### config.mk
export PLATFORM = sky130hd
export DESIGN_NAME = decode_imm_stage_flat
export DESIGN_NICKNAME = d
export VERILOG_FILES = /design/src/rtl/imm_pkg.sv /design/src/rtl/decode_imm_stage_if.sv /design/src/rtl/imm_extract.sv /design/src/rtl/decode_imm_stage.sv /design/src/flat_wrapper.sv
export SDC_FILE = /design/constraint.sdc
export NUM_CORES = 1
export LEC_CHECK = 0
export ABC_AREA = 1
export CAP_MARGIN = 15
export CORE_MARGIN = 2
export CORE_UTILIZATION = 47
export CTS_CLUSTER_SIZE = 10
export DETAILED_ROUTE_END_ITERATION = 8
export GPL_TIMING_DRIVEN = 0
export HOLD_SLACK_MARGIN = 0.06
export PLACE_DENSITY = 0.78
export SLEW_MARGIN = 0
export SYNTH_ARGS = -nofsm -noshare
export SYNTH_HDL_FRONTEND = slang
export SYNTH_SLANG_ARGS = --single-unit
### constraint.sdc
create_clock -name clk -period 4.9 [get_ports clk]
set_input_delay 0.735 -clock clk [delete_from_list [all_inputs] [get_ports clk]]
set_output_delay 0.735 -clock clk [all_outputs]
set_load 0.03 [all_outputs]
### src/rtl/imm_pkg.sv
// Shared opcode constants, output format codes and skid-buffer state encoding
// for the immediate decode stage.
package imm_pkg;

  localparam logic [6:0] OP_IMM    = 7'b0010011;
  localparam logic [6:0] OP_LOAD   = 7'b0000011;
  localparam logic [6:0] OP_JALR   = 7'b1100111;
  localparam logic [6:0] OP_STORE  = 7'b0100011;
  localparam logic [6:0] OP_BRANCH = 7'b1100011;
  localparam logic [6:0] OP_LUI    = 7'b0110111;
  localparam logic [6:0] OP_AUIPC  = 7'b0010111;
  localparam logic [6:0] OP_JAL    = 7'b1101111;
  localparam logic [6:0] OP_OP     = 7'b0110011;
  localparam logic [6:0] OP_SYSTEM = 7'b1110011;

  typedef enum logic [2:0] {
    FMT_NONE = 3'd0,
    FMT_I    = 3'd1,
    FMT_S    = 3'd2,
    FMT_B    = 3'd3,
    FMT_U    = 3'd4,
    FMT_J    = 3'd5,
    FMT_Z    = 3'd6
  } fmt_e;

  typedef enum logic [1:0] {
    ST_EMPTY = 2'd0,
    ST_ONE   = 2'd1,
    ST_FULL  = 2'd2
  } state_e;

endpackage

### src/rtl/decode_imm_stage_if.sv
// Handshake and result bundle of the immediate decode stage; slave is the
// stage's own view, master is the surrounding pipeline's view.
interface decode_imm_stage_if
  import imm_pkg::*;
#(
  parameter int XLEN  = 32,
  parameter int CNT_W = 16
) ();

  logic             in_valid;
  logic             in_ready;
  logic [31:0]      in_instr;
  logic             out_valid;
  logic             out_ready;
  logic [XLEN-1:0]  out_imm;
  fmt_e             out_fmt;
  logic             out_illegal;
  logic [CNT_W-1:0] illegal_cnt;
  logic             cnt_clr;

  modport slave (
    input  in_valid, in_instr, out_ready, cnt_clr,
    output in_ready, out_valid, out_imm, out_fmt, out_illegal, illegal_cnt
  );

  modport master (
    output in_valid, in_instr, out_ready, cnt_clr,
    input  in_ready, out_valid, out_imm, out_fmt, out_illegal, illegal_cnt
  );

endinterface

### src/rtl/imm_extract.sv
// Combinational RV immediate extraction and format classification.
// Define IMM_ZICSR_EN to decode SYSTEM (csr) immediates; otherwise SYSTEM is illegal.
module imm_extract
  import imm_pkg::*;
#(
  parameter int XLEN = 32
) (
  input  logic [31:0]     instr,
  output logic [XLEN-1:0] imm,
  output fmt_e            fmt,
  output logic            illegal
);

  logic [31:0] imm32;

  // Every format is first built as a 32-bit value; widening to XLEN is a pure sign extension.
  function automatic logic [XLEN-1:0] sext32(input logic signed [31:0] v);
    return XLEN'(v);
  endfunction

  always_comb begin
    imm32   = '0;
    fmt     = FMT_NONE;
    illegal = 1'b1;
    case (instr[6:0])
      OP_IMM, OP_LOAD, OP_JALR: begin
        imm32   = {{20{instr[31]}}, instr[31:20]};
        fmt     = FMT_I;
        illegal = 1'b0;
      end
      OP_STORE: begin
        imm32   = {{20{instr[31]}}, instr[31:25], instr[11:7]};
        fmt     = FMT_S;
        illegal = 1'b0;
      end
      OP_BRANCH: begin
        imm32   = {{19{instr[31]}}, instr[31], instr[7], instr[30:25], instr[11:8], 1'b0};
        fmt     = FMT_B;
        illegal = 1'b0;
      end
      OP_LUI, OP_AUIPC: begin
        imm32   = {instr[31:12], 12'b0};
        fmt     = FMT_U;
        illegal = 1'b0;
      end
      OP_JAL: begin
        imm32   = {{11{instr[31]}}, instr[31], instr[19:12], instr[20], instr[30:21], 1'b0};
        fmt     = FMT_J;
        illegal = 1'b0;
      end
      OP_OP: begin
        illegal = 1'b0;
      end
`ifdef IMM_ZICSR_EN
      OP_SYSTEM: begin
        illegal = 1'b0;
        if (instr[14:12] inside {3'b101, 3'b110, 3'b111}) begin
          imm32 = {27'b0, instr[19:15]};
          fmt   = FMT_Z;
        end else begin
          imm32 = {20'b0, instr[31:20]};
          fmt   = FMT_I;
        end
      end
`endif
      default: ;
    endcase
  end

  assign imm = sext32($signed(imm32));

endmodule

### src/rtl/decode_imm_stage.sv
// Immediate decode stage: imm_extract feeding a 2-entry skid buffer (main + skid
// register) with a registered in_ready, plus a saturating illegal-opcode counter.
module decode_imm_stage
  import imm_pkg::*;
#(
  parameter int XLEN  = 32,
  parameter int CNT_W = 16
) (
  input  logic                clk,
  input  logic                rst,
  decode_imm_stage_if.slave   bus
);

  state_e           state_q, state_d;
  logic             in_ready_q;
  logic [XLEN-1:0]  main_imm_q, main_imm_d, skid_imm_q, skid_imm_d;
  fmt_e             main_fmt_q, main_fmt_d, skid_fmt_q, skid_fmt_d;
  logic             main_ill_q, main_ill_d, skid_ill_q, skid_ill_d;
  logic [CNT_W-1:0] cnt_q, cnt_d;

  logic [XLEN-1:0]  ext_imm;
  fmt_e             ext_fmt;
  logic             ext_ill;
  logic             in_fire, out_fire;

  imm_extract #(.XLEN(XLEN)) u_extract (
    .instr   (bus.in_instr),
    .imm     (ext_imm),
    .fmt     (ext_fmt),
    .illegal (ext_ill)
  );

  assign in_fire  = bus.in_valid && in_ready_q;
  assign out_fire = (state_q != ST_EMPTY) && bus.out_ready;

  always_comb begin
    state_d    = state_q;
    main_imm_d = main_imm_q;
    main_fmt_d = main_fmt_q;
    main_ill_d = main_ill_q;
    skid_imm_d = skid_imm_q;
    skid_fmt_d = skid_fmt_q;
    skid_ill_d = skid_ill_q;
    case (state_q)
      ST_EMPTY: begin
        if (in_fire) begin
          main_imm_d = ext_imm;
          main_fmt_d = ext_fmt;
          main_ill_d = ext_ill;
          state_d    = ST_ONE;
        end
      end
      ST_ONE: begin
        if (in_fire && out_fire) begin
          main_imm_d = ext_imm;
          main_fmt_d = ext_fmt;
          main_ill_d = ext_ill;
        end else if (in_fire) begin
          // Downstream stalled: park the new result so main stays stable.
          skid_imm_d = ext_imm;
          skid_fmt_d = ext_fmt;
          skid_ill_d = ext_ill;
          state_d    = ST_FULL;
        end else if (out_fire) begin
          state_d = ST_EMPTY;
        end
      end
      ST_FULL: begin
        if (out_fire) begin
          main_imm_d = skid_imm_q;
          main_fmt_d = skid_fmt_q;
          main_ill_d = skid_ill_q;
          state_d    = ST_ONE;
        end
      end
      default: state_d = ST_EMPTY;
    endcase
  end

  always_comb begin
    cnt_d = cnt_q;
    if (bus.cnt_clr) begin
      cnt_d = '0;
    end else if (in_fire && ext_ill && (cnt_q != '1)) begin
      cnt_d = cnt_q + CNT_W'(1);
    end
  end

  always_ff @(posedge clk) begin
    if (rst) begin
      state_q    <= ST_EMPTY;
      in_ready_q <= 1'b1;
      main_imm_q <= '0;
      main_fmt_q <= FMT_NONE;
      main_ill_q <= 1'b0;
      cnt_q      <= '0;
    end else begin
      state_q    <= state_d;
      in_ready_q <= (state_d != ST_FULL);
      main_imm_q <= main_imm_d;
      main_fmt_q <= main_fmt_d;
      main_ill_q <= main_ill_d;
      cnt_q      <= cnt_d;
    end
  end

  // Skid contents are only observed after a FULL transition, so they need no reset.
  always_ff @(posedge clk) begin
    skid_imm_q <= skid_imm_d;
    skid_fmt_q <= skid_fmt_d;
    skid_ill_q <= skid_ill_d;
  end

  assign bus.in_ready    = in_ready_q;
  assign bus.out_valid   = (state_q != ST_EMPTY);
  assign bus.out_imm     = main_imm_q;
  assign bus.out_fmt     = main_fmt_q;
  assign bus.out_illegal = main_ill_q;
  assign bus.illegal_cnt = cnt_q;

endmodule

### src/flat_wrapper.sv
// flat-port wrapper written by rule: the top's interface ports become plain ports
module decode_imm_stage_flat import imm_pkg::*;
#(
  parameter int XLEN  = 32,
  parameter int CNT_W = 16
)
  (clk, rst, bus_in_valid, bus_in_instr, bus_out_ready, bus_cnt_clr, bus_in_ready, bus_out_valid, bus_out_imm, bus_out_fmt, bus_out_illegal, bus_illegal_cnt);
  decode_imm_stage_if #(.XLEN(XLEN), .CNT_W(CNT_W)) bus_i ();
  input  logic clk;
  input  logic rst;
  input wire logic [$bits(bus_i.in_valid)-1:0] bus_in_valid;
  input wire logic [$bits(bus_i.in_instr)-1:0] bus_in_instr;
  input wire logic [$bits(bus_i.out_ready)-1:0] bus_out_ready;
  input wire logic [$bits(bus_i.cnt_clr)-1:0] bus_cnt_clr;
  output wire logic [$bits(bus_i.in_ready)-1:0] bus_in_ready;
  output wire logic [$bits(bus_i.out_valid)-1:0] bus_out_valid;
  output wire logic [$bits(bus_i.out_imm)-1:0] bus_out_imm;
  output wire logic [$bits(bus_i.out_fmt)-1:0] bus_out_fmt;
  output wire logic [$bits(bus_i.out_illegal)-1:0] bus_out_illegal;
  output wire logic [$bits(bus_i.illegal_cnt)-1:0] bus_illegal_cnt;
  assign bus_i.in_valid = bus_in_valid;
  assign bus_i.in_instr = bus_in_instr;
  assign bus_i.out_ready = bus_out_ready;
  assign bus_i.cnt_clr = bus_cnt_clr;
  assign bus_in_ready = bus_i.in_ready;
  assign bus_out_valid = bus_i.out_valid;
  assign bus_out_imm = bus_i.out_imm;
  assign bus_out_fmt = bus_i.out_fmt;
  assign bus_out_illegal = bus_i.out_illegal;
  assign bus_illegal_cnt = bus_i.illegal_cnt;
  decode_imm_stage #(.XLEN(XLEN), .CNT_W(CNT_W)) u_core (.clk(clk), .rst(rst), .bus(bus_i));
endmodule
After elaboration in Yosys (flattened, before gate mapping)
Cells that the tools add are included.
{"block": "word_totals", "in_bits": 37, "regBits": 91, "wordCells": 62}
{"block": "classes", "eq_ne": 16, "muxes": 21, "add_sub_neg": 1, "reduce_logical": 14, "bitwise_logic": 1}
{"op": "case mux 32 bit (5 select lines)", "n": 1}
{"op": "2-to-1 mux 32 bit", "n": 3}
{"op": "case mux 32 bit (3 select lines)", "n": 1}
{"op": "== test 7 x 6 -> 1 bit (second input constant)", "n": 3}
{"op": "== test 7 bit (second input constant)", "n": 3}
{"op": "adder 16 x 1 -> 16 bit (second input constant)", "n": 1}
{"op": "inequality test 16 bit (second input constant)", "n": 1}
{"op": "case mux 3 bit (5 select lines)", "n": 1}
{"op": "== test 7 x 5 -> 1 bit (second input constant)", "n": 2}
{"op": "2-to-1 mux 2 bit", "n": 5}
{"op": "2-to-1 mux 3 bit", "n": 3}
{"op": "case mux 3 bit (3 select lines)", "n": 1}
{"op": "OR reduction 9 bit", "n": 1}
{"op": "== test 7 x 2 -> 1 bit (second input constant)", "n": 1}
{"op": "inequality test 2 x 1 -> 1 bit (second input constant)", "n": 3}
{"op": "case mux 2 bit (3 select lines)", "n": 1}
{"op": "logical AND 1 bit", "n": 5}
{"op": "2-to-1 mux 1 bit", "n": 4}
{"op": "AND reduction 4 bit", "n": 1}
{"op": "OR reduction 2 bit", "n": 2}
{"op": "case mux 1 bit (3 select lines)", "n": 1}
{"op": "AND reduction 3 bit", "n": 1}
{"op": "nonzero test 3 bit", "n": 1}
{"op": "OR reduction 3 bit", "n": 1}
{"op": "6 further kinds", "n": 6}

Logic depth before layout (Yosys ltp)
{"block": "depth", "word_depth": 7, "ltp_mapped": 11, "ltp_nobuf": 11}

By module
A second synthesis with hierarchy kept.
{"block": "unflattened", "hier_cells": 605, "hier_area_um2": 4585.6}
{"module": "decode_imm_stage", "seq_area_each_um2": 2182.1, "instances": 1, "area_per_inst_um2": 3947.5, "cells_per_inst": 478}
{"module": "imm_extract", "seq_area_each_um2": 0.0, "instances": 1, "area_per_inst_um2": 638.1, "cells_per_inst": 127}

Worst setup path before layout
No wires, ideal clock.
{"block": "synth_path", "kind": "input port to flip-flop", "start": "input bus_in_valid", "end": "register u_core.skid_fmt_q[0] (enable)", "arrival_time_ns": 2.539, "setup_ns": 0.429, "slack_ns": 1.932, "stages": 4, "cell_sequence": "nand2_1 nor2_1 nand2_1 nor2_1"}
{"block": "synth_between", "elab_chain_len": 4}
{"element": "start: declaration", "line_no": "flat_wrapper.sv:11", "text": "input wire logic [$bits(bus_i.in_valid)-1:0] bus_in_valid;"}
{"element": "logical AND 1 bit (*)", "line_no": "decode_imm_stage.sv:33", "text": "assign in_fire = bus.in_valid && in_ready_q;"}
{"element": "logical AND 1 bit", "line_no": "decode_imm_stage.sv:54", "text": "if (in_fire && out_fire) begin"}
{"element": "NOT 1 bit (no source line)"}
{"element": "AND reduction 3 bit (no source line) (*)"}
{"element": "end signal: assignment", "line_no": "decode_imm_stage.sv:110", "text": "skid_fmt_q <= skid_fmt_d;"}
{"element": "end: declaration", "line_no": "decode_imm_stage.sv:17", "text": "fmt_e main_fmt_q, main_fmt_d, skid_fmt_q, skid_fmt_d;"}
Mark *: on every way between the ends. The rest lies on a longest branch, timed or not.
A chain may end at the register's enable or synchronous reset.

Worst setup path after layout
{"block": "layout_path", "start": "input bus_in_valid", "end": "register u_core.main_imm_q[22], in the netlist u_core.bus.out_imm[22]"}
{"block": "layout_between", "elab_chain_len": 4, "word_cells_on_any_way": 5, "cone_classes": "2 x eq/ne; 3 x reduce/logical"}
{"element": "logical AND 1 bit (*)", "line_no": "decode_imm_stage.sv:33"}
{"element": "logical AND 1 bit", "line_no": "decode_imm_stage.sv:54"}
{"element": "inequality test 2 x 1 -> 1 bit (no source line)"}
{"element": "AND reduction 4 bit (no source line) (*)"}
{"element": "end signal: assignment", "line_no": "decode_imm_stage.sv:100", "text": "main_imm_q <= main_imm_d;"}
{"element": "end: declaration", "line_no": "decode_imm_stage.sv:16", "text": "logic [XLEN-1:0] main_imm_q, main_imm_d, skid_imm_q, skid_imm_d;"}
Marks and branches as above.

==> reports/metrics.csv <==
metric,value,unit
"top cells by area, synth","dfxtp_1 (26%), edfxtp_1 (26%), a21oi_1 (10%)",
cts repair resizes,0,
TritonCTS Buffers,9,
hpwl dp,8260,µm
RSZ-0062 raised after global routing,no,
Synth cell types,32,
Core ar.,8720,µm²
clk root buf,clkbuf_8,
Final GP Congestion,0.934,
Initial Util,0.486,
syn_area_per_cell,8.27,µm²
H-tree depth,3,
initial antenna violation count,0,
Post-Synthesis Cells,512,
Synth area leader,dfxtp_1,
gr usage total,0.238,
worst hold path type,flop to flop,
Synth-to-Final Area Change,29.8,%
Final Net Count,652,
number of max-cap violations,0,
Worst setup EP type,flop,
cell row count,34,
post-layout min period,2.39,ns
Sink Count,91,
Max Root-Sink Buffers,2,
sequential share of power,0.516,
Worst-Skew Late Latency,0.36,ns
main flop type after synthesis,dfxtp_1,
Crit Path Category,input port to flop,
DRT Wirelength,11400,µm
Initial DRT Pass Iterations,5,
Worst EP required,5.15,ns
top-count cell post-synth,nand2_1,
Detailed Route Iter0 Violations,253,
Post-synth EDFFs,36,
syn_nets,550,
warnings from Yosys,0,
Clock Skew,0.0125,ns
DIE AREA,9790,µm²
largest net degree at the start of global routing,33,
fill cell count,738,
register cell area after layout,2180,µm²
setup violators final,0,
first-pass GRT wire length,18900,µm
Netlist Area Pre-Place,4240,µm²
"critical path fanouts, max",10,
footprint of the multi-input gates,1790,µm²
GRT overflow,0,
cell-internal power,1.16,mW
CTS tree,yes,
number of port buffers,90,
vias in the first global route,3972,
maximum VDD drop,0.156,mV
register area share after synthesis,0.515,
worst hold margin,0.520,ns
Worst-Margin Slew,0.534,ns
Final Cycle Share,0.487,
Rel. slew slack,0.644,
Die Y,98.9,µm
Die X,98.9,µm
Ports,91,
Final Hold Viols,0,
FMAX,419,MHz
share of Yosys cell area claimed by the top area cell type,0.260,
status,finished clean,
Post-CTS Setup Inserts,0,
DRC Markers,0,
setup TNS,0,ns
# diodes,0,
Seq cells post-synth,91,
Slew Limit Fails,0,
"Data arrival, critical path",2.64,ns
CTS Hold Bufs,0,
Synth async-reset ratio,0,
Worst setup SP type,input port,
Power Density,292,nW/µm²
Via density,5.56,
Leak,2.11,nW
Post-DRT Antenna Nets,0,
Logic pwr share,0.163,
fraction of layout cells with a size suffix above 1,0.0840,
WL per Instance,15.6,µm
NetSw,0.446,mW
total number of vias,4042,
synth cell count leaders,"nand2_1 (112), a21oi_1 (88), dfxtp_1 (55)",
Clock Power Share,0.321,
Sw Ratio,0.278,
clock slew at reported path FFs,0.09,ns
cell type report:
| type | count | share of cell area |
|---|---|---|
| multi-input cells | 356 | 0.325 |
| plain buffers | 25 | 0.0227 |
| well taps | 108 | 0.0246 |
| clock buffers | 10 | 0.0232 |
| clock inverters | 6 | 0.0132 |
| inverters | 40 | 0.0273 |
| flip-flops and latches | 91 | 0.397 |
| repair buffers | 91 | 0.167 |
layout by cell type, fill, tap and decap left out, types with 3 or more instances in the layout:
cell / Yosys / final
clkbuf_8: 0 / 9
o21ai_0: 44 / 44
a21oi_1: 88 / 88
nand4_1: 18 / 18
nor2_2: 4 / 4
nor2_4: 2 / 3
inv_1: 35 / 35
edfxtp_1: 36 / 36
buf_2: 7 / 7
xor2_1: 5 / 5
inv_2: 4 / 4
buf_6: 3 / 3
buf_1: 5 / 5
dfxtp_1: 55 / 55
xnor2_1: 5 / 5
nand3_1: 14 / 14
clkbuf_1: 10 / 11
nor2_1: 39 / 38
nand2_1: 112 / 112
o22ai_2: 4 / 4
clkdlybuf4s50_1: 0 / 90
o22ai_1: 7 / 7
metal layers:
metal / GRT usage / up-vias / part of all wire
met5: 0 / - / 0
li1: - / 1947 / -
met3: 0.0525 / 17 / 0.079
met2: 0.400 / 198 / 0.50
met4: 0.0875 / 0 / 0.017
met1: 0.301 / 1880 / 0.41
registers in the layout, summed over array words and instances (netlist names):
name	cells
u_core.skid_fmt_q	3
u_core.bus.illegal_cnt	16
u_core.state_q	2
u_core.skid_imm_q	32
u_core.bus.out_imm	32
u_core.bus.in_ready	1
u_core.skid_ill_q	1
u_core.bus.out_illegal	1
u_core.bus.out_fmt	3
metrics by stage:
step | instance area [µm²] | total power, mW | instances | setup slack, ns | utilization
2_1_floorplan | 4240 | 0.987 | 512 | 1.93 | -
3_3_place_gp | 5270 | 1.10 | 710 | 0.757 | 0.605
3_5_place_dp | 5300 | 1.10 | 711 | 2.13 | 0.608
4_1_cts | 5500 | 1.61 | 727 | 2.52 | 0.631
5_1_grt | 5500 | 1.67 | 727 | 2.35 | 0.631
6_report | 5500 | 1.60 | 727 | 2.51 | 0.631
power by group through the flow:
stage | clock network (mW) | registers, mW | logic [mW]
detailed placement | 0 | 0.845 | 0.260
CTS | 0.522 | 0.828 | 0.261
global route | 0.554 | 0.831 | 0.282
finish | 0.515 | 0.828 | 0.261
floorplan | 0 | 0.894 | 0.0931
global placement | 0 | 0.845 | 0.253
cells by family (layout without fill, tap and decap cells):
| family | count (synthesis) | after routing | synth area share |
|---|---|---|---|
| DFF | 91 | 91 | 0.515 |
| xor gates and xnor gates | 10 | 10 | 0.0207 |
| buffers and inverters | 65 | 172 | 0.0650 |
| and+or+nand+nor | 200 | 200 | 0.214 |
| AOI/OAI and AO/OA | 145 | 145 | 0.182 |
| adders and majority gates | 1 | 1 | 0.00295 |
path summary, 6_finish.rpt:
check,startpoint,slack [ns],to,cells past startpoint
max,bus_in_valid,2.51,u_core.bus.out_imm[22]$_SDFFE_PP0P_,9
min,u_core.skid_fmt_q[2]$_DFFE_PP_,0.52,u_core.bus.out_fmt[2]$_SDFFE_PP0P_,2
max reg2reg,u_core.bus.illegal_cnt[0]$_SDFFE_PP0P_,2.92,u_core.bus.illegal_cnt[2]$_SDFFE_PP0P_,7
min reg2reg,u_core.skid_fmt_q[2]$_DFFE_PP_,0.52,u_core.bus.out_fmt[2]$_SDFFE_PP0P_,2
worst max-delay path, stage by stage:
cell             delay (ns)
clkdlybuf4s50_1        0.46
nand2_1                0.11
nor2_1                 0.14
nor2_1                 0.07
a21oi_2                0.41
inv_2                  0.23
buf_2                  0.25
a21oi_1                0.15
a21oi_1                0.08
(Power assumes the default switching activity.)
